$ cat config.mk
export PLATFORM = sky130hd
export DESIGN_NAME = dt_res_scan
export DESIGN_NICKNAME = d
export VERILOG_FILES = /design/src/rtl/dt_pkg.sv /design/src/rtl/dt_skid_fifo.sv /design/src/rtl/dt_res_scan.sv
export SDC_FILE = /design/constraint.sdc
export NUM_CORES = 1
export LEC_CHECK = 0
export CORE_MARGIN = 3
export CORE_UTILIZATION = 45
export CTS_CLUSTER_DIAMETER = 100
export DETAILED_ROUTE_END_ITERATION = 10
export PLACE_DENSITY = 0.73
export SYNTH_ARGS = -nofsm -noshare
export SYNTH_HDL_FRONTEND = slang
export SYNTH_SLANG_ARGS = --single-unit
export TNS_END_PERCENT = 30
$ cat constraint.sdc
create_clock -name clk -period 2.6 [get_ports clk]
set_clock_uncertainty 0.05 [all_clocks]
set_input_delay 0.78 -clock clk [delete_from_list [all_inputs] [get_ports clk]]
set_output_delay 0.78 -clock clk [all_outputs]
set_load 0.05 [all_outputs]
$ cat src/rtl/dt_pkg.sv
// Shared types and default geometry for the distance-transform result scanner.
package dt_pkg;

   localparam int unsigned DT_IMG_W  = 128;
   localparam int unsigned DT_IMG_H  = 128;
   localparam int unsigned DT_ADDR_W = 14;
   localparam int unsigned DIST_W    = 8;

   typedef logic [DIST_W-1:0] dist_t;

   typedef enum logic [1:0] {
      ST_IDLE  = 2'd0,
      ST_READ  = 2'd1,
      ST_DRAIN = 2'd2,
      ST_DONE  = 2'd3
   } scan_state_t;

   // A pixel belongs to an object when its distance is nonzero.
   function automatic logic is_object(input dist_t d);
      return d != '0;
   endfunction

endpackage

$ cat src/rtl/dt_skid_fifo.sv
// Two-entry FIFO whose head entry is the registered output; push and pop may
// coincide even when full.
module dt_skid_fifo
   import dt_pkg::*;
(
   input  logic       i_clk,
   input  logic       i_reset,
   input  logic       i_push,
   input  dist_t      i_din,
   input  logic       i_pop,
   output logic       o_valid,
   output dist_t      o_dout,
   output logic [1:0] o_count
);

   logic [1:0] r_cnt;
   dist_t      r_d0;
   dist_t      r_d1;
   logic       w_pop;

   assign w_pop = i_pop && (r_cnt != 2'd0);

   always_ff @(posedge i_clk) begin
      if (i_reset) begin
         r_cnt <= 2'd0;
         r_d0  <= '0;
         r_d1  <= '0;
      end else begin
         case ({i_push, w_pop})
            2'b11: begin
               // Occupancy is unchanged; the new word lands behind whatever remains.
               if (r_cnt == 2'd1) begin
                  r_d0 <= i_din;
               end else begin
                  r_d0 <= r_d1;
                  r_d1 <= i_din;
               end
            end
            2'b10: begin
               if (r_cnt == 2'd0) begin
                  r_d0  <= i_din;
                  r_cnt <= 2'd1;
               end else if (r_cnt == 2'd1) begin
                  r_d1  <= i_din;
                  r_cnt <= 2'd2;
               end
            end
            2'b01: begin
               r_d0  <= r_d1;
               r_cnt <= r_cnt - 2'd1;
            end
            default: ;
         endcase
      end
   end

   assign o_valid = r_cnt != 2'd0;
   assign o_dout  = r_d0;
   assign o_count = r_cnt;

endmodule

$ cat src/rtl/dt_res_scan.sv
// Scans the DT result memory in raster order, collecting max/first-max/object-count
// statistics; the pixel stream and its FIFO exist only with DT_SCAN_STREAM_EN defined.
module dt_res_scan
   import dt_pkg::*;
#(
   parameter int unsigned IMG_W  = DT_IMG_W,
   parameter int unsigned IMG_H  = DT_IMG_H,
   parameter int unsigned ADDR_W = DT_ADDR_W
) (
   input  logic              clk,
   input  logic              reset,
   input  logic              start,
   output logic              res_rd,
   output logic [ADDR_W-1:0] res_addr,
   input  dist_t             res_di,
   output logic              px_valid,
   output dist_t             px_data,
   input  logic              px_ready,
   output logic              busy,
   output logic              stat_valid,
   output dist_t             max_dist,
   output logic [ADDR_W-1:0] max_addr,
   output logic [ADDR_W:0]   obj_cnt
);

   localparam int unsigned       NPIX      = IMG_W * IMG_H;
   localparam logic [ADDR_W-1:0] LAST_ADDR = ADDR_W'(NPIX - 1);

   scan_state_t       r_state;
   scan_state_t       w_state_nxt;
   logic              w_start_ok;
   logic              w_rd;
   logic              w_done_entry;
   logic              w_room;
   logic              w_drained;
   logic              r_inflight;
   logic [ADDR_W-1:0] r_addr;
   logic [ADDR_W-1:0] r_dat_addr;
   logic              r_busy;
   logic              r_stat_valid;
   dist_t             r_max_dist;
   logic [ADDR_W-1:0] r_max_addr;
   logic [ADDR_W:0]   r_obj_cnt;

`ifdef DT_SCAN_STREAM_EN
   logic       w_pop;
   logic [1:0] w_fifo_cnt;

   assign w_pop = px_valid && px_ready;
   // A same-cycle pop frees a slot, which is what lets a ready sink see one beat per cycle.
   assign w_room    = (3'(w_fifo_cnt) + 3'(r_inflight) - 3'(w_pop)) < 3'd2;
   assign w_drained = (w_fifo_cnt == 2'd0) || ((w_fifo_cnt == 2'd1) && w_pop);

   dt_skid_fifo u_fifo (
      .i_clk   (clk),
      .i_reset (reset),
      .i_push  (r_inflight),
      .i_din   (res_di),
      .i_pop   (w_pop),
      .o_valid (px_valid),
      .o_dout  (px_data),
      .o_count (w_fifo_cnt)
   );
`else
   logic w_unused_ready;

   assign w_unused_ready = px_ready;
   assign w_room         = 1'b1;
   assign w_drained      = 1'b1;
   assign px_valid       = 1'b0;
   assign px_data        = '0;
`endif

   // State register.
   always_ff @(posedge clk) begin
      if (reset) begin
         r_state <= ST_IDLE;
      end else begin
         r_state <= w_state_nxt;
      end
   end

   // Next-state logic.
   always_comb begin
      w_state_nxt = r_state;
      case (r_state)
         ST_IDLE, ST_DONE: begin
            if (start) w_state_nxt = ST_READ;
         end
         ST_READ: begin
            if (w_rd && (r_addr == LAST_ADDR)) w_state_nxt = ST_DRAIN;
         end
         ST_DRAIN: begin
            if (!r_inflight && w_drained) w_state_nxt = ST_DONE;
         end
         default: w_state_nxt = ST_IDLE;
      endcase
   end

   // Per-state control strobes.
   always_comb begin
      w_start_ok   = 1'b0;
      w_rd         = 1'b0;
      w_done_entry = 1'b0;
      case (r_state)
         ST_IDLE, ST_DONE: w_start_ok   = start;
         ST_READ:          w_rd         = w_room;
         ST_DRAIN:         w_done_entry = !r_inflight && w_drained;
         default: ;
      endcase
   end

   // Read address, in-flight tracking and statistics.
   always_ff @(posedge clk) begin
      if (reset) begin
         r_inflight   <= 1'b0;
         r_addr       <= '0;
         r_dat_addr   <= '0;
         r_busy       <= 1'b0;
         r_stat_valid <= 1'b0;
         r_max_dist   <= '0;
         r_max_addr   <= '0;
         r_obj_cnt    <= '0;
      end else begin
         r_inflight <= w_rd;
         if (w_rd) begin
            r_dat_addr <= r_addr;
            if (r_addr != LAST_ADDR) r_addr <= r_addr + ADDR_W'(1);
         end
         if (w_start_ok) begin
            r_addr       <= '0;
            r_busy       <= 1'b1;
            r_stat_valid <= 1'b0;
            r_max_dist   <= '0;
            r_max_addr   <= '0;
            r_obj_cnt    <= '0;
         end else if (r_inflight) begin
            if (is_object(res_di)) r_obj_cnt <= r_obj_cnt + (ADDR_W+1)'(1);
            // Strict compare keeps the earliest address on ties.
            if (res_di > r_max_dist) begin
               r_max_dist <= res_di;
               r_max_addr <= r_dat_addr;
            end
         end
         if (w_done_entry) begin
            r_busy       <= 1'b0;
            r_stat_valid <= 1'b1;
         end
      end
   end

   assign res_rd     = w_rd;
   assign res_addr   = r_addr;
   assign busy       = r_busy;
   assign stat_valid = r_stat_valid;
   assign max_dist   = r_max_dist;
   assign max_addr   = r_max_addr;
   assign obj_cnt    = r_obj_cnt;

endmodule

==> Word-level counts from Yosys, hierarchy flattened <==
Index checks and enable logic that the tools add are counted.
{ "word_totals": {"elab_cells": 41, "register_bits": 70, "in_bits": 12, "out_inout_bits": 63} }
{ "classes": {"n_reduce_logical": 12, "n_mux": 9, "n_addsub": 2, "magnitude_cmp": 1, "eq_ne": 8} }
{ "ops": {"columns": ["operator", "count"], "rows": [
  ["$add 15x1->15 const B", 1],
  ["$add 14x1->14 const B", 1],
  ["$eq 14x14->1 const B", 1],
  ["$ne 14x14->1 const B", 1],
  ["$gt 8x8->1", 1],
  ["$reduce_bool 8->1", 1],
  ["$mux 2", 3],
  ["$ne 2x2->1 const B", 3],
  ["$pmux 2 s3", 1],
  ["$reduce_and 2->1", 3],
  ["$reduce_or 2->1", 3],
  ["$mux 1", 5],
  ["$eq 2x2->1 const B", 2],
  ["$reduce_and 3->1", 1],
  ["$eq 2x1->1 const B", 1],
  ["$logic_not 2->1", 1],
  ["$reduce_bool 2->1", 1],
  ["$logic_and 1x1->1", 1],
  ["$logic_not 1->1", 1]
]} }

==> Longest topological paths before layout <==
{ "logic_depth": {"word_depth": 5, "depth_mapped": 8, "mapped_depth_nobuf": 7} }

==> Worst setup path after synthesis <==
OpenSTA, ideal clock, no wires.
{ "synth_timing": {"kind": "input port to flip-flop", "start": "input port res_di[5]", "end": "register r_max_dist[0], in the netlist max_dist[0]", "arrival_time_ns": 2.151, "path_slack_ns": 0.329, "setup_ns": 0.070, "required_time_ns": 2.480, "n_path_buf": 1, "path_stages": 7, "cell_sequence": "ha_1 a21oi_1 o21ai_1 o31ai_1 clkbuf_1 o21ai_0 a21oi_1"} }
{ "synth_between": {"elab_chain_len": 2} }
{ "synth_lines": {"columns": ["element", "line_no", "rtl"], "rows": [
  ["start: declaration", "dt_res_scan.sv:15", "input dist_t res_di,"],
  ["$gt 8x8->1", "dt_res_scan.sv:140", "if (res_di > r_max_dist) begin"],
  ["$reduce_and 2->1 (no line)", null, null],
  ["end signal: assignment", "dt_res_scan.sv:141", "r_max_dist <= res_di;"],
  ["end: declaration", "dt_res_scan.sv:41", "dist_t r_max_dist;"]
]} }
No other way between the ends.
A chain may end at the register's enable or synchronous reset.

==> Final worst setup path <==
{ "layout_timing": {"start": "register r_addr[11], in the netlist res_addr[11]", "end": "output port res_addr[11]"} }
{ "layout_lines": {"columns": ["element", "line_no", "rtl"], "rows": [
  ["start: declaration", "dt_res_scan.sv:37", "logic [ADDR_W-1:0] r_addr;"],
  ["start signal: assignment", "dt_res_scan.sv:128", "if (r_addr != LAST_ADDR) r_addr <= r_addr + ADDR_W'(1);"],
  ["end: declaration", "dt_res_scan.sv:14", "output logic [ADDR_W-1:0] res_addr,"]
]} }
No word-level cell between the ends.

==> results.md <==
- Area occupied by multi-input gates: about 0.0016 mm²
- Vias in the first global route: 2,685
- Via count: roughly 2,800
- Antenna cells: 0
- Final setup violation count: 0
- FF-to-FF path depth: 6
- Avg Cell Area, Syn: around 8.7 µm²
- Top-area cell type share of the netlist area: ~44%
- Via density: 5.16
- Mapped Area: between 0.003 and 0.004 mm²
- Clock transition at the registers of the reported paths: roughly 0.080 ns
- Die X: 90.1 µm
- Worst-skew pair later-pin latency: 0.34 ns
- Hold Path Class: register to register
- Sw frac: around a third
- Outcome: finished clean
- H-Tree Depth: 3
- Post-synth EDFFs: 0
- Seq cells post-synth: 70
- WL final: between 7 and 8 mm
- Crit share post-route: a little over nine tenths
- Comb pwr share: about 30%
- CP Capture Point: res_addr[11]
- Pin count of the biggest net entering global routing: 39
- LEAKAGE: 1.56 nW
- Die area: between 0.008 and 0.009 mm²
- Sequential share of the synthesized area: between 40% and 50%
- Crit path depth: 1
- CTS tree: yes
- Reg area: between 0.001 and 0.0015 mm²
- Crit path DAT: 1.70 ns
- Max Slew Vio Count: 0
- Asr flop ratio synth: 0%
- First-pass GRT wire length: ~12 mm
- Max cap viols: 0
- Grt ovf: 0
- Crit-path cells: clkdlybuf4s50_1
- Detailed placement HPWL: ~5.3 mm
- Crit-path slowest cell: clkdlybuf4s50_1
- Final hold viol count: 0
- Crit path from: res_addr[11]
- Crit end category: output pin
- IO Count: 75
- RR Startpoint: res_addr[0]
- Critical setup path kind: register to output pin
- YS warnings: 0
- Placer Congestion: around 0.86
- Layout cell share with drive strength beyond 1: between 10% and 20%
- Worst r2r dst: res_addr[5]
- Maximum clock path buffer count: 2
- Worst-Margin Slew: between 0.5 and 0.6 ns
- Core ar.: just under 0.007 mm²
- Fmax: approximately 0.4 GHz
- Sequential share of power: around two fifths
- # DRC: 0
- CP Max Fanout: 6
- Detailed Route Iter0 Violations: roughly 140
- Crit path largest cell delay: 0.86 ns
- Clk pwr share: around a third
- Switching power: approximately 0.0010 W
- Initial Util: between 40% and 50%
- DR pass1 iterations: 5
- Largest cells by area after synthesis: dfxtp_1, nor2_1, ha_1
- Cells after Synth: between 300 and 400
- Final ANT Viol Nets: 0
- Final Core Density: 62.8%
- Cts hold-fix bufs: 0
- CTS Sinks: 70
- Area Overhead vs Synth: 34.9%
- Post-CTS Setup Bufs: 0
- Worst reg2reg setup slack: around 0.58 ns
- Slew margin rel.: approximately three fifths
- CTS buffer count: 9
- Main synth FF type: dfxtp_1
- Input/output buffers: 64
- Die Y: 90.1 µm
- Nature of the critical path startpoint: register
- Req. time, crit path: roughly 1.8 ns
- Maximum vdd drop: 0.455 mV
- # rows: 30
- GR Util All Layers: a little under a fifth
- Cell taking the most area after synthesis: dfxtp_1
- Net count reported at finish: roughly 470
- Root Buffer: clkbuf_8
- Commonest cells in the netlist: dfxtp_1, nor2_1, a21oi_1, nand3_1, o21ai_0
- Pwr Density: ~700 mW/mm²
- Post-DR wirelength/cell: about 13 µm
- Min Tclk post-route: roughly 2.5 ns
- RSZ-0062 raised after global routing: false
- Most frequent cell after synthesis: dfxtp_1
- Fillers: 621
- Buf+Inv Stages, Crit Path: 1
- Unique masters post-synth: 41
- Hold_ws: 0.392 ns
- Antenna violations before repair: 0
- Int Power: around 0.002 W
- Delay-heaviest family, CP: buffers and inverters
-- state kept, by name, indices dropped and copies added (netlist names) --
signal,count
stat_valid,1
obj_cnt,15
max_addr,14
r_dat_addr,14
r_inflight,1
busy,1
res_addr,14
r_state,2
max_dist,8
-- cell type report --
class / count / share of cell area, %
well taps: 96 / 2.80
flip-flops and latches: 70 / 32.6
clock buffers: 11 / 3.29
clock inverters: 5 / 1.89
multi-input cells: 259 / 37.5
inverters: 18 / 1.57
repair buffers: 88 / 20.3
-- per-stage QoR --
step | cells | setup TNS, ns | area, µm² | total power (W) | worst slack, ns
2_1_floorplan | 374 | 0 | 3210 | 0.00182 | 0.329
3_3_place_gp | 531 | -1.98 | 4070 | 0.00209 | -0.104
3_5_place_dp | 531 | -2.99 | 4070 | 0.00211 | -0.164
4_1_cts | 547 | 0 | 4290 | 0.00309 | 0.0316
5_1_grt | 547 | 0 | 4290 | 0.00322 | 0.0170
6_report | 547 | 0 | 4290 | 0.00308 | 0.0726
-- metal layers --
layer	up-vias	global-route usage [%]	routed length, µm
li1	1407	-	-
met1	1333	22.8	3430
met4	0	7.14	159
met5	-	0	0
met2	67	30.3	3410
met3	17	4.85	294
-- kinds of logic after synthesis --
logic type / count (synthesis) / synth area share (%)
simple gates: 128 / 19.9
buf+inv: 45 / 6.49
fa+ha+maj: 13 / 5.11
other cells: 1 / 0.118
flops: 70 / 44.0
xor+xnor: 26 / 7.15
compound gates: 68 / 12.5
mux: 15 / 4.72
-- how the worst min path moves through the flow --
stage	startpoint	endpoint	slack (ns)	cells past startpoint
after global placement	stat_valid	stat_valid	0.38	2
after global routing	stat_valid	stat_valid	0.42	2
after CTS	stat_valid	stat_valid	0.39	2
after floorplan	r_dat_addr[0]	max_addr[0]	0.39	2
after detailed placement	stat_valid	stat_valid	0.38	2
final	stat_valid	stat_valid	0.39	2
-- power groups by stage --
stage	sequential (W)	clock, W	combinational [W]
3_5_place_dp	0.00120	0	0.000909
3_3_place_gp	0.00120	0	0.000891
6_report	0.00118	0.000987	0.000912
5_1_grt	0.00119	0.00106	0.000976
2_1_floorplan	0.00129	0	0.000535
4_1_cts	0.00118	0.00100	0.000913
-- worst register-to-register path: stages (launching register included) --
cell and delay [ns]:
dfxtp_1 0.45, ha_1 0.28, nand4_2 0.17, nor4_1 0.58, nor3_1 0.15, xnor2_1 0.20
nor2_1 0.05
-- repair_timing --
action	4_1_cts	5_1_grt
resized for setup	0	1
setup endpoints to repair	0	1
hold endpoints to repair	0	0
-- cells in the final DEF, fill, tap and decap left out, drive strengths merged, types with 14 or more instances in the layout --
| master | count |
|---|---|
| a21oi | 32 |
| buf | 25 |
| clkdlybuf4s50 | 62 |
| dfxtp | 70 |
| inv | 19 |
| mux2i | 15 |
| nand2 | 19 |
| nand3 | 32 |
| nor2 | 45 |
| o21ai | 23 |
| xnor2 | 14 |
No activity file was read; power rests on OpenSTA's default activity.
